## src/rtl/wb_cmd_pkg.sv

```systemverilog
// wb_cmd_pkg: shared state encoding and response status codes for wb_cmd_master.
package wb_cmd_pkg;
   typedef enum logic [1:0] {IDLE, BUS, RSP} state_t;
   localparam logic [1:0] ST_OK   = 2'b00;
   localparam logic [1:0] ST_BERR = 2'b01;
   localparam logic [1:0] ST_TMO  = 2'b10;
endpackage

```

## src/rtl/wb_cmd_if.sv

```systemverilog
// wb_cmd_if: command/response handshake plus Wishbone classic master signals.
interface wb_cmd_if #(
   parameter int AW = 32,
   parameter int DW = 32
);
   logic          cmd_valid_i;
   logic          cmd_ready_o;
   logic          cmd_we_i;
   logic [AW-1:0] cmd_adr_i;
   logic [DW-1:0] cmd_dat_i;
   logic [DW/8-1:0] cmd_sel_i;
   logic          rsp_valid_o;
   logic          rsp_ready_i;
   logic [DW-1:0] rsp_dat_o;
   logic [1:0]    rsp_status_o;
   logic          wbm_cyc_o;
   logic          wbm_stb_o;
   logic          wbm_we_o;
   logic [DW/8-1:0] wbm_sel_o;
   logic [AW-1:0] wbm_adr_o;
   logic [DW-1:0] wbm_dat_o;
   logic [DW-1:0] wbm_dat_i;
   logic          wbm_ack_i;
   logic          wbm_err_i;
   modport master (
      input  cmd_valid_i, cmd_we_i, cmd_adr_i, cmd_dat_i, cmd_sel_i, rsp_ready_i,
             wbm_dat_i, wbm_ack_i, wbm_err_i,
      output cmd_ready_o, rsp_valid_o, rsp_dat_o, rsp_status_o,
             wbm_cyc_o, wbm_stb_o, wbm_we_o, wbm_sel_o, wbm_adr_o, wbm_dat_o
   );
   modport slave (
      output cmd_valid_i, cmd_we_i, cmd_adr_i, cmd_dat_i, cmd_sel_i, rsp_ready_i,
             wbm_dat_i, wbm_ack_i, wbm_err_i,
      input  cmd_ready_o, rsp_valid_o, rsp_dat_o, rsp_status_o,
             wbm_cyc_o, wbm_stb_o, wbm_we_o, wbm_sel_o, wbm_adr_o, wbm_dat_o
   );
endinterface

```

## src/rtl/wb_timeout_cnt.sv

```systemverilog
// wb_timeout_cnt: saturating bus-cycle counter flagging TIMEOUT-1 reached.
module wb_timeout_cnt #(
   parameter int TIMEOUT = 256
) (
   input  logic clk,
   input  logic rst_n,
   input  logic clr,
   input  logic en,
   output logic expired
);
   localparam int W = $clog2(TIMEOUT);
   logic [W-1:0] cnt;
   assign expired = cnt == W'(TIMEOUT - 1);
   always_ff @(posedge clk or negedge rst_n)
      if (!rst_n) cnt <= '0;
      else if (clr) cnt <= '0;
      else if (en && !expired) cnt <= cnt + 1'b1;
endmodule

```

## src/rtl/wb_cmd_master.sv

```systemverilog
// wb_cmd_master: turns single valid/ready commands into one Wishbone classic cycle each,
// returning read data and an OK / bus-error / timeout status.
module wb_cmd_master
   import wb_cmd_pkg::*;
#(
   parameter int AW      = 32,
   parameter int DW      = 32,
   parameter int TIMEOUT = 256
) (
   input logic      wb_clk_i,
   input logic      wb_rst_ni,
   wb_cmd_if.master bus
);
   state_t state;
   logic   expired;
   wb_timeout_cnt #(.TIMEOUT(TIMEOUT)) u_tmo (
      .clk    (wb_clk_i),
      .rst_n  (wb_rst_ni),
      .clr    (state != BUS),
      .en     (state == BUS),
      .expired(expired)
   );
   // Bus fields live directly in the output registers, so they are zero whenever cyc is low.
   always_ff @(posedge wb_clk_i or negedge wb_rst_ni)
      if (!wb_rst_ni) begin
         state            <= IDLE;
         bus.cmd_ready_o  <= 1'b1;
         bus.rsp_valid_o  <= 1'b0;
         bus.rsp_dat_o    <= '0;
         bus.rsp_status_o <= ST_OK;
         bus.wbm_cyc_o    <= 1'b0;
         bus.wbm_stb_o    <= 1'b0;
         bus.wbm_we_o     <= 1'b0;
         bus.wbm_sel_o    <= '0;
         bus.wbm_adr_o    <= '0;
         bus.wbm_dat_o    <= '0;
      end else begin
         case (state)
            IDLE: if (bus.cmd_valid_i) begin
               state           <= BUS;
               bus.cmd_ready_o <= 1'b0;
               bus.wbm_cyc_o   <= 1'b1;
               bus.wbm_stb_o   <= 1'b1;
               bus.wbm_we_o    <= bus.cmd_we_i;
               bus.wbm_sel_o   <= bus.cmd_sel_i;
               bus.wbm_adr_o   <= bus.cmd_adr_i;
               bus.wbm_dat_o   <= bus.cmd_we_i ? bus.cmd_dat_i : '0;
            end
            BUS: if (bus.wbm_err_i || bus.wbm_ack_i || expired) begin
               state            <= RSP;
               bus.rsp_valid_o  <= 1'b1;
               bus.rsp_status_o <= bus.wbm_err_i ? ST_BERR : bus.wbm_ack_i ? ST_OK : ST_TMO;
               bus.rsp_dat_o    <= (!bus.wbm_err_i && bus.wbm_ack_i && !bus.wbm_we_o) ? bus.wbm_dat_i : '0;
               bus.wbm_cyc_o    <= 1'b0;
               bus.wbm_stb_o    <= 1'b0;
               bus.wbm_we_o     <= 1'b0;
               bus.wbm_sel_o    <= '0;
               bus.wbm_adr_o    <= '0;
               bus.wbm_dat_o    <= '0;
            end
            RSP: if (bus.rsp_ready_i) begin
               state            <= IDLE;
               bus.cmd_ready_o  <= 1'b1;
               bus.rsp_valid_o  <= 1'b0;
               bus.rsp_dat_o    <= '0;
               bus.rsp_status_o <= ST_OK;
            end
            default: state <= IDLE;
         endcase
      end
endmodule

```

## src/flat_wrapper.sv

```systemverilog
// flat-port wrapper written by rule: the top's interface ports become plain ports
module wb_cmd_master_flat import wb_cmd_pkg::*;
#(
   parameter int AW      = 32,
   parameter int DW      = 32,
   parameter int TIMEOUT = 256
)
  (wb_clk_i, wb_rst_ni, bus_cmd_valid_i, bus_cmd_we_i, bus_cmd_adr_i, bus_cmd_dat_i, bus_cmd_sel_i, bus_rsp_ready_i, bus_wbm_dat_i, bus_wbm_ack_i, bus_wbm_err_i, bus_cmd_ready_o, bus_rsp_valid_o, bus_rsp_dat_o, bus_rsp_status_o, bus_wbm_cyc_o, bus_wbm_stb_o, bus_wbm_we_o, bus_wbm_sel_o, bus_wbm_adr_o, bus_wbm_dat_o);
  wb_cmd_if #(.AW(AW), .DW(DW)) bus_i ();
  input logic wb_clk_i;
  input logic wb_rst_ni;
  input wire logic [$bits(bus_i.cmd_valid_i)-1:0] bus_cmd_valid_i;
  input wire logic [$bits(bus_i.cmd_we_i)-1:0] bus_cmd_we_i;
  input wire logic [$bits(bus_i.cmd_adr_i)-1:0] bus_cmd_adr_i;
  input wire logic [$bits(bus_i.cmd_dat_i)-1:0] bus_cmd_dat_i;
  input wire logic [$bits(bus_i.cmd_sel_i)-1:0] bus_cmd_sel_i;
  input wire logic [$bits(bus_i.rsp_ready_i)-1:0] bus_rsp_ready_i;
  input wire logic [$bits(bus_i.wbm_dat_i)-1:0] bus_wbm_dat_i;
  input wire logic [$bits(bus_i.wbm_ack_i)-1:0] bus_wbm_ack_i;
  input wire logic [$bits(bus_i.wbm_err_i)-1:0] bus_wbm_err_i;
  output wire logic [$bits(bus_i.cmd_ready_o)-1:0] bus_cmd_ready_o;
  output wire logic [$bits(bus_i.rsp_valid_o)-1:0] bus_rsp_valid_o;
  output wire logic [$bits(bus_i.rsp_dat_o)-1:0] bus_rsp_dat_o;
  output wire logic [$bits(bus_i.rsp_status_o)-1:0] bus_rsp_status_o;
  output wire logic [$bits(bus_i.wbm_cyc_o)-1:0] bus_wbm_cyc_o;
  output wire logic [$bits(bus_i.wbm_stb_o)-1:0] bus_wbm_stb_o;
  output wire logic [$bits(bus_i.wbm_we_o)-1:0] bus_wbm_we_o;
  output wire logic [$bits(bus_i.wbm_sel_o)-1:0] bus_wbm_sel_o;
  output wire logic [$bits(bus_i.wbm_adr_o)-1:0] bus_wbm_adr_o;
  output wire logic [$bits(bus_i.wbm_dat_o)-1:0] bus_wbm_dat_o;
  assign bus_i.cmd_valid_i = bus_cmd_valid_i;
  assign bus_i.cmd_we_i = bus_cmd_we_i;
  assign bus_i.cmd_adr_i = bus_cmd_adr_i;
  assign bus_i.cmd_dat_i = bus_cmd_dat_i;
  assign bus_i.cmd_sel_i = bus_cmd_sel_i;
  assign bus_i.rsp_ready_i = bus_rsp_ready_i;
  assign bus_i.wbm_dat_i = bus_wbm_dat_i;
  assign bus_i.wbm_ack_i = bus_wbm_ack_i;
  assign bus_i.wbm_err_i = bus_wbm_err_i;
  assign bus_cmd_ready_o = bus_i.cmd_ready_o;
  assign bus_rsp_valid_o = bus_i.rsp_valid_o;
  assign bus_rsp_dat_o = bus_i.rsp_dat_o;
  assign bus_rsp_status_o = bus_i.rsp_status_o;
  assign bus_wbm_cyc_o = bus_i.wbm_cyc_o;
  assign bus_wbm_stb_o = bus_i.wbm_stb_o;
  assign bus_wbm_we_o = bus_i.wbm_we_o;
  assign bus_wbm_sel_o = bus_i.wbm_sel_o;
  assign bus_wbm_adr_o = bus_i.wbm_adr_o;
  assign bus_wbm_dat_o = bus_i.wbm_dat_o;
  wb_cmd_master #(.AW(AW), .DW(DW), .TIMEOUT(TIMEOUT)) u_core (.wb_clk_i(wb_clk_i), .wb_rst_ni(wb_rst_ni), .bus(bus_i));
endmodule
```

## config.mk

```make
export PLATFORM = sky130hd
export DESIGN_NAME = wb_cmd_master_flat
export DESIGN_NICKNAME = d
export VERILOG_FILES = /design/src/rtl/wb_cmd_pkg.sv /design/src/rtl/wb_cmd_if.sv /design/src/rtl/wb_timeout_cnt.sv /design/src/rtl/wb_cmd_master.sv /design/src/flat_wrapper.sv
export SDC_FILE = /design/constraint.sdc
export NUM_CORES = 1
export LEC_CHECK = 0
export ABC_AREA = 1
export BUFFER_PORTS_ARGS = -buffer_cell sky130_fd_sc_hd__buf_4
export CAP_MARGIN = 20
export CORE_AREA = 2 2 144 146
export CTS_BUF_LIST = sky130_fd_sc_hd__clkbuf_8
export DETAILED_ROUTE_END_ITERATION = 6
export DIE_AREA = 0 0 146 148
export GPL_TIMING_DRIVEN = 1
export PLACE_DENSITY_LB_ADDON = 0.05
export SYNTH_ARGS = -nofsm -noshare
export SYNTH_HDL_FRONTEND = slang
export SYNTH_SLANG_ARGS = --single-unit
```

## constraint.sdc

```tcl
create_clock -name wb_clk_i -period 1.65 [get_ports wb_clk_i]
set_input_delay 0.495 -clock wb_clk_i [delete_from_list [all_inputs] [get_ports wb_clk_i]]
set_output_delay 0.495 -clock wb_clk_i [all_outputs]
set_load 0.1 [all_outputs]
```

==> results of run 1 <==
layer usage:
metal  vias to the layer above  share of wire  global-route usage
li1                       2123              -                   -
met1                      2047           0.43               0.168
met2                       125           0.47               0.221
met3                        17          0.077              0.0605
met4                         0          0.017              0.0553
met5                         -              0                   0
worst max path at each step:
stage	from	to	slack, ns	depth (start not counted)
6_report	u_core.bus.cmd_ready_o$_DFFE_PN1P_	bus_cmd_ready_o	-0.004	1
5_1_grt	u_core.bus.cmd_ready_o$_DFFE_PN1P_	bus_cmd_ready_o	-0.06	1
4_1_cts	u_core.bus.cmd_ready_o$_DFFE_PN1P_	bus_cmd_ready_o	-0.05	1
3_5_place_dp	u_core.u_tmo.cnt[0]$_DFFE_PN0P_	u_core.bus.wbm_adr_o[14]$_DFFE_PN0P_	0.07	9
3_3_place_gp	u_core.u_tmo.cnt[0]$_DFFE_PN0P_	u_core.bus.wbm_adr_o[21]$_DFFE_PN0P_	0.10	9
2_1_floorplan	u_core.bus.wbm_we_o$_DFFE_PN0P_	u_core.bus.rsp_dat_o[1]$_DFFE_PN0P_	0.01	4
placed cells by master, fill, tap and decap left out, drive strengths merged:
cell type and n:
nand2 226, a31oi 1, nand3 111, buf 227, nor2 9, o31ai 1
dfstp 1, clkinv 4, nand4 2, bufinv 2, a21oi 2, dfrtp 115
inv 18, clkinvlp 3, o21bai 1, o21ai 7, nor4 1, ha 1
clkbuf 25
through the flow:
step | util | setup TNS, ns | area (sq um) | instances
3_5_place_dp | 0.343 | 0 | 6880 | 988
2_1_floorplan | - | 0 | 4930 | 527
6_report | 0.385 | -0.00419 | 7720 | 1027
3_3_place_gp | 0.343 | 0 | 6880 | 988
5_1_grt | 0.385 | -0.0683 | 7720 | 1027
4_1_cts | 0.365 | -0.0543 | 7320 | 1020
timing repair:
| action | CTS | global route |
|---|---|---|
| setup endpoints to repair | 6 | 144 |
| resized for setup | 10 | 68 |
| pin swaps | 0 | 1 |
| gates cloned | 0 | 6 |
| buffers inserted | 1 | 1 |
| hold buffers | 0 | 0 |
final cells by class:
| cell class | count | area, sq um | area share |
|---|---|---|---|
| flip-flops and latches | 116 | 2910 | 0.376 |
| repair buffers | 231 | 2180 | 0.282 |
| multi-input cells | 362 | 1840 | 0.238 |
| well taps | 270 | 338 | 0.0437 |
| clock buffers | 21 | 289 | 0.0374 |
| clock inverters | 10 | 106 | 0.0138 |
| inverters | 17 | 63.8 | 0.00826 |
worst reg2reg max path, cell delays in order, from the launching register on:
cell	delay, ns
dfrtp_1	0.40
ha_1	0.21
nand2_1	0.13
nor2_4	0.06
nand2_4	0.11
nand2_8	0.09
nand2_8	0.13
clkbuf_16	0.21
nand3_1	0.08
nand2_1	0.07
synthesized netlist by cell type (all sizes together):
cell type  instances
o21bai             1
buf               29
o31ai              1
clkbuf             4
dfstp              1
nor2               9
inv               17
nand2            225
ha                 1
a21oi              2
nor4               1
o21ai              7
nand4              2
nand3            111
a31oi              1
dfrtp            115
flip-flops by register name, indices dropped and copies added (netlist names):
| register | cells |
|---|---|
| u_core.bus.wbm_sel_o | 4 |
| u_core.u_tmo.cnt | 8 |
| u_core.bus.wbm_cyc_o | 1 |
| u_core.bus.rsp_dat_o | 32 |
| u_core.bus.rsp_valid_o | 1 |
| u_core.bus.wbm_we_o | 1 |
| u_core.bus.wbm_dat_o | 32 |
| u_core.state | 2 |
| u_core.bus.cmd_ready_o | 1 |
| u_core.bus.wbm_adr_o | 32 |
| u_core.bus.rsp_status_o | 2 |
kinds of logic after synthesis:
logic type | Yosys count | share of synthesized area
buffers and inverters | 50 | 0.0516
AND/OR/NAND/NOR | 348 | 0.343
flip-flops | 116 | 0.590
adder cells (fa/ha/maj) | 1 | 0.00254
AO/OA/AOI/OAI | 12 | 0.0135
==> impl_metrics.ini, run 1 <==
[outcome]
status = finished, violations left
violations = setup timing

[detailed_routing]
drt_first_iter_violations = 170
drc_errors = 0
num_vias = 4312
ant_nets = 0
post_drt_wl_per_cell_um = 15.0
via_per_inst = 4.20
firstDrtPassIters = 4
drt-total-wl_um = 15400

[worst_setup_path]
path_buf_inv = 1
worst_setup_path_start_kind = flip-flop
worst-setup-path-type = flip-flop to primary output
rrSetupSlack_ns = 0.12
regToRegStartpoint = u_core.u_tmo.cnt[0]$_DFFE_PN0P_
cp_top_family = flip-flops
path_cells = buf_12
r2r_end = u_core.bus.wbm_dat_o[0]$_DFFE_PN0P_
worstPathMaxFanout = 2
slowest_stage = dfstp_2
cp.arrival_ns = 1.16
critPathCaptureType = primary output
critical_path_required_ns = 1.15
r2r_cells = 9
critPathMaxStageDelay_ns = 0.56

[clock_tree]
clk_latency_ns = 0.43
cts_tree = built
path_clk_slew_ns = 0.07
clockBufferDepth = 2
htreeDepth = 4
clockRootBuffer = clkbuf_8
cts_buffers = 17
clock-sinks = 116

[timing]
setup_viol = 1
holdWs_ns = 0.0616
drv_slew = 0
max_freq_mhz = 605
fin_crit_sh = 1.00
slew_headroom = 0.568
finalClockSkew_ns = 0.0108
period_needed_ns = 1.65
tightestPinTransition_ns = 0.647
rsz0062_at_grt = true
finalWorstSetupSlack_ns = -0.00419
hold_viol = 0

[logic_synthesis]
synth_area_leaders = dfrtp_1 (58%), nand2_1 (17%), nand3_2 (8.1%)
synth_top_area_share = 0.584
netlist_instances = 527
synth_cell_types = 25
yosysTopAreaCell = dfrtp_1
netlist_area_sq_mm = 0.00493
yosysWarnings = 0
ys_ff_latch = 116
syn_avg_cell_area_sq_um = 9.35
syn_nets = 635
ys_seq_area_frac = 0.590

[floorplanning]
core_area_sq_mm = 0.0200
initial_core_util = 0.246
dieArea_sq_mm = 0.0216
fp-row-count = 52
die_x_um = 146
io_pins = 214
die_h_um = 148

[global_route]
first_global_vias = 4421
grt-ovfl-total = 0
grt_pass1_wl_um = 23700
antenna_found_initial = 0
grt_use_total = 0.140
grt_max_degree = 63

[cells_and_area]
num_antenna_cells = 0
area_growth_syn_to_layout_pct = 56.8
drive_above_1_share = 0.420
fill_cells = 2100
layout.nets = 853

[run]
cap_violations = 0

[placed_design]
dp_hpwl_um = 10100
dpl_worst_slack_ns = 0.0713
routabilityCongestion = 0.737
port_buffers = 213

[min_path]
hp-class = input pin to asynchronous set/reset pin
Power of run 1 is not shown: default switching activity piles up to over one toggle a cycle in this logic, so the estimate is an artifact.
==> inputs of run 2 (changes only) <==
--- a/config.mk
+++ b/config.mk
@@ -5,13 +5,12 @@
 export SDC_FILE = /design/constraint.sdc
 export NUM_CORES = 1
 export LEC_CHECK = 0
-export ABC_AREA = 1
 export BUFFER_PORTS_ARGS = -buffer_cell sky130_fd_sc_hd__buf_4
 export CAP_MARGIN = 20
-export CORE_AREA = 2 2 144 146
+export CORE_AREA = 2 2 151 153
 export CTS_BUF_LIST = sky130_fd_sc_hd__clkbuf_8
 export DETAILED_ROUTE_END_ITERATION = 6
-export DIE_AREA = 0 0 146 148
+export DIE_AREA = 0 0 153 155
 export GPL_TIMING_DRIVEN = 1
 export PLACE_DENSITY_LB_ADDON = 0.05
 export SYNTH_ARGS = -nofsm -noshare
==> impl_metrics.ini, run 2 <==
[logic_synthesis]
yosys.area_share.simple = 0.145
syn_nets = 642
ys_ff_latch = 116
synth_cell_types = 39
synth-compound-area-share = 0.193
synth_fa_ha_area_frac = 0.00231
synthTopCellsByCount = dfrtp_1 (115), nand3_1 (99), a21oi_1 (42)
netlist_instances = 534
syn_avg_cell_area_sq_um = 10.2
synth_edf_count = 0
yosysTopAreaCell = dfrtp_1
synth_async_sr_flop_share = 1.00
synth_area_leaders = dfrtp_1 (53%), nand3_1 (9.1%), mux2i_1 (6.8%)
dominantRegCellSynth = dfrtp_1
yosys-mux-area-fraction = 0.0683
synth.most_common_cell = dfrtp_1
synth_top_family_by_area = compound AO/OA/AOI/OAI gates
netlist_area_sq_mm = 0.00542
yosysWarnings = 0
synth_top_area_share = 0.531
synth_xor_area_frac = 0
ys_seq_area_frac = 0.536

[detailed_routing]
firstDrtPassIters = 5
via_per_inst = 4.97
ant_nets = 0
drc_errors = 0
drt-total-wl_um = 18500
post_drt_wl_per_cell_um = 17.9
drt_first_iter_violations = 274
num_vias = 5126

[floorplanning]
core_area_sq_mm = 0.0222
initial_core_util = 0.244
io_pins = 214
fp-row-count = 55
die_h_um = 155
dieArea_sq_mm = 0.0237
die_x_um = 153

[run]
cap_violations = 0

[global_route]
grt_pass1_wl_um = 29200
grt-ovfl-total = 0
first_global_vias = 5202
antenna_found_initial = 0
grt_use_total = 0.155
grt_max_degree = 69

[clock_tree]
clockBufferDepth = 2
path_clk_slew_ns = 0.08
clk_latency_ns = 0.44
cts_buffers = 17
clock-sinks = 116
htreeDepth = 4
cts_tree = built
clockRootBuffer = clkbuf_8

[worst_setup_path]
critPathMaxStageDelay_ns = 0.57
critPathCaptureType = primary output
worst-setup-path-type = flip-flop to primary output
slowest_stage = dfstp_2
worstPathMaxFanout = 2
cp_top_family = flip-flops
crit_end = bus_cmd_ready_o
crit_path_start = u_core.bus.cmd_ready_o$_DFFE_PN1P_
r2r_cells = 4
critical_path_required_ns = 1.15
path_cells = buf_12
rrSetupSlack_ns = 0.09
regToRegStartpoint = u_core.u_tmo.cnt[1]$_DFFE_PN0P_
path_buf_inv = 1
worst_setup_path_start_kind = flip-flop
r2r_end = u_core.u_tmo.cnt[5]$_DFFE_PN0P_
cp.arrival_ns = 1.18
cp_num_cells = 1

[timing]
finalClockSkew_ns = 0.0149
drv_slew = 0
finalWorstSetupSlack_ns = -0.0296
slew_headroom = 0.679
hold_viol = 0
tightestPinTransition_ns = 0.481
fin_crit_sh = 1.02
period_needed_ns = 1.68
rsz0062_at_grt = true
setup_viol = 1
fin_setup_tns_ns = -0.0296
max_freq_mhz = 595

[placed_design]
routabilityCongestion = 0.746
dpl_cell_area_sq_mm = 0.00753
placed_cells = 996
dp_hpwl_um = 12000
port_buffers = 213

[outcome]
violations = setup timing
status = finished, violations left

[cells_and_area]
layout.nets = 841
fill_cells = 2223
design_area_sq_mm = 0.00836
drive_above_1_share = 0.386
layout_common_cells = buf_4 (144), dfrtp_1 (113), nand3_1 (98), buf_6 (77), a21oi_1 (42)
final_common_cell = buf_4
instances_no_fill = 1031
area_growth_syn_to_layout_pct = 54.2
final_util = 0.376
num_antenna_cells = 0
largest_registers = u_core.bus.rsp_dat_o: 32 flops, u_core.bus.wbm_adr_o: 32 flops, u_core.bus.wbm_dat_o: 32 flops

[min_path]
hp-class = input pin to flip-flop
[run 2: worst min path at each step]
stage,startpoint,to,slack [ns],depth (start not counted)
finish,bus_cmd_dat_i[28],u_core.bus.wbm_dat_o[28]$_DFFE_PN0P_,0.28,3
global route,bus_cmd_dat_i[13],u_core.bus.wbm_dat_o[13]$_DFFE_PN0P_,0.24,3
CTS,bus_cmd_dat_i[13],u_core.bus.wbm_dat_o[13]$_DFFE_PN0P_,0.24,3
detailed placement,wb_rst_ni,u_core.bus.wbm_dat_o[12]$_DFFE_PN0P_,0.38,1
global placement,wb_rst_ni,u_core.bus.wbm_dat_o[12]$_DFFE_PN0P_,0.39,1
floorplan,wb_rst_ni,u_core.bus.rsp_dat_o[0]$_DFFE_PN0P_,0.20,0
[run 2: final cells by class]
type                            count  area (sq um)  share of cell area
Sequential cell                   116          2910               0.348
Timing Repair Buffer              244          2380               0.284
Multi-Input combinational cell    352          2280               0.273
Tap cell                          285           357              0.0426
Clock buffer                       19           262              0.0313
Clock inverter                     13           171              0.0205
Inverter                            2          7.51            0.000898
[run 2: layer usage]
layer | track usage | vias to the layer above | wire, um
li1 | - | 2424 | -
met1 | 0.201 | 2508 | 8070
met2 | 0.250 | 176 | 9010
met3 | 0.0451 | 18 | 1160
met4 | 0.0525 | 0 | 246
met5 | 0 | - | 0
[run 2: per-stage QoR]
stage / worst slack (ns) / hold WS, ns
after floorplan: 0.0647 / 0.199
after global placement: 0.00907 / 0.385
after detailed placement: -0.0220 / 0.381
after CTS: -0.0766 / 0.240
after global routing: -0.0844 / 0.240
final: -0.0296 / 0.281
[run 2: what timing repair did]
item                                    in CTS  in global routing
endpoints found under the setup margin      46                114
hold endpoints to repair                    10                  0
hold buffers                                 1                  0
buffers inserted                             0                  2
pin swaps                                    0                  1
gates resized for setup                     48                 47
[run 2: kinds of logic (layout without fill, tap and decap cells)]
logic type      after synthesis  after routing
simple gates                158            158
compound gates              156            156
flops                       116            116
buf+inv                      66            278
mux                          37             37
fa+ha+maj                     1              1
Power of run 2 is left out for the same reason.
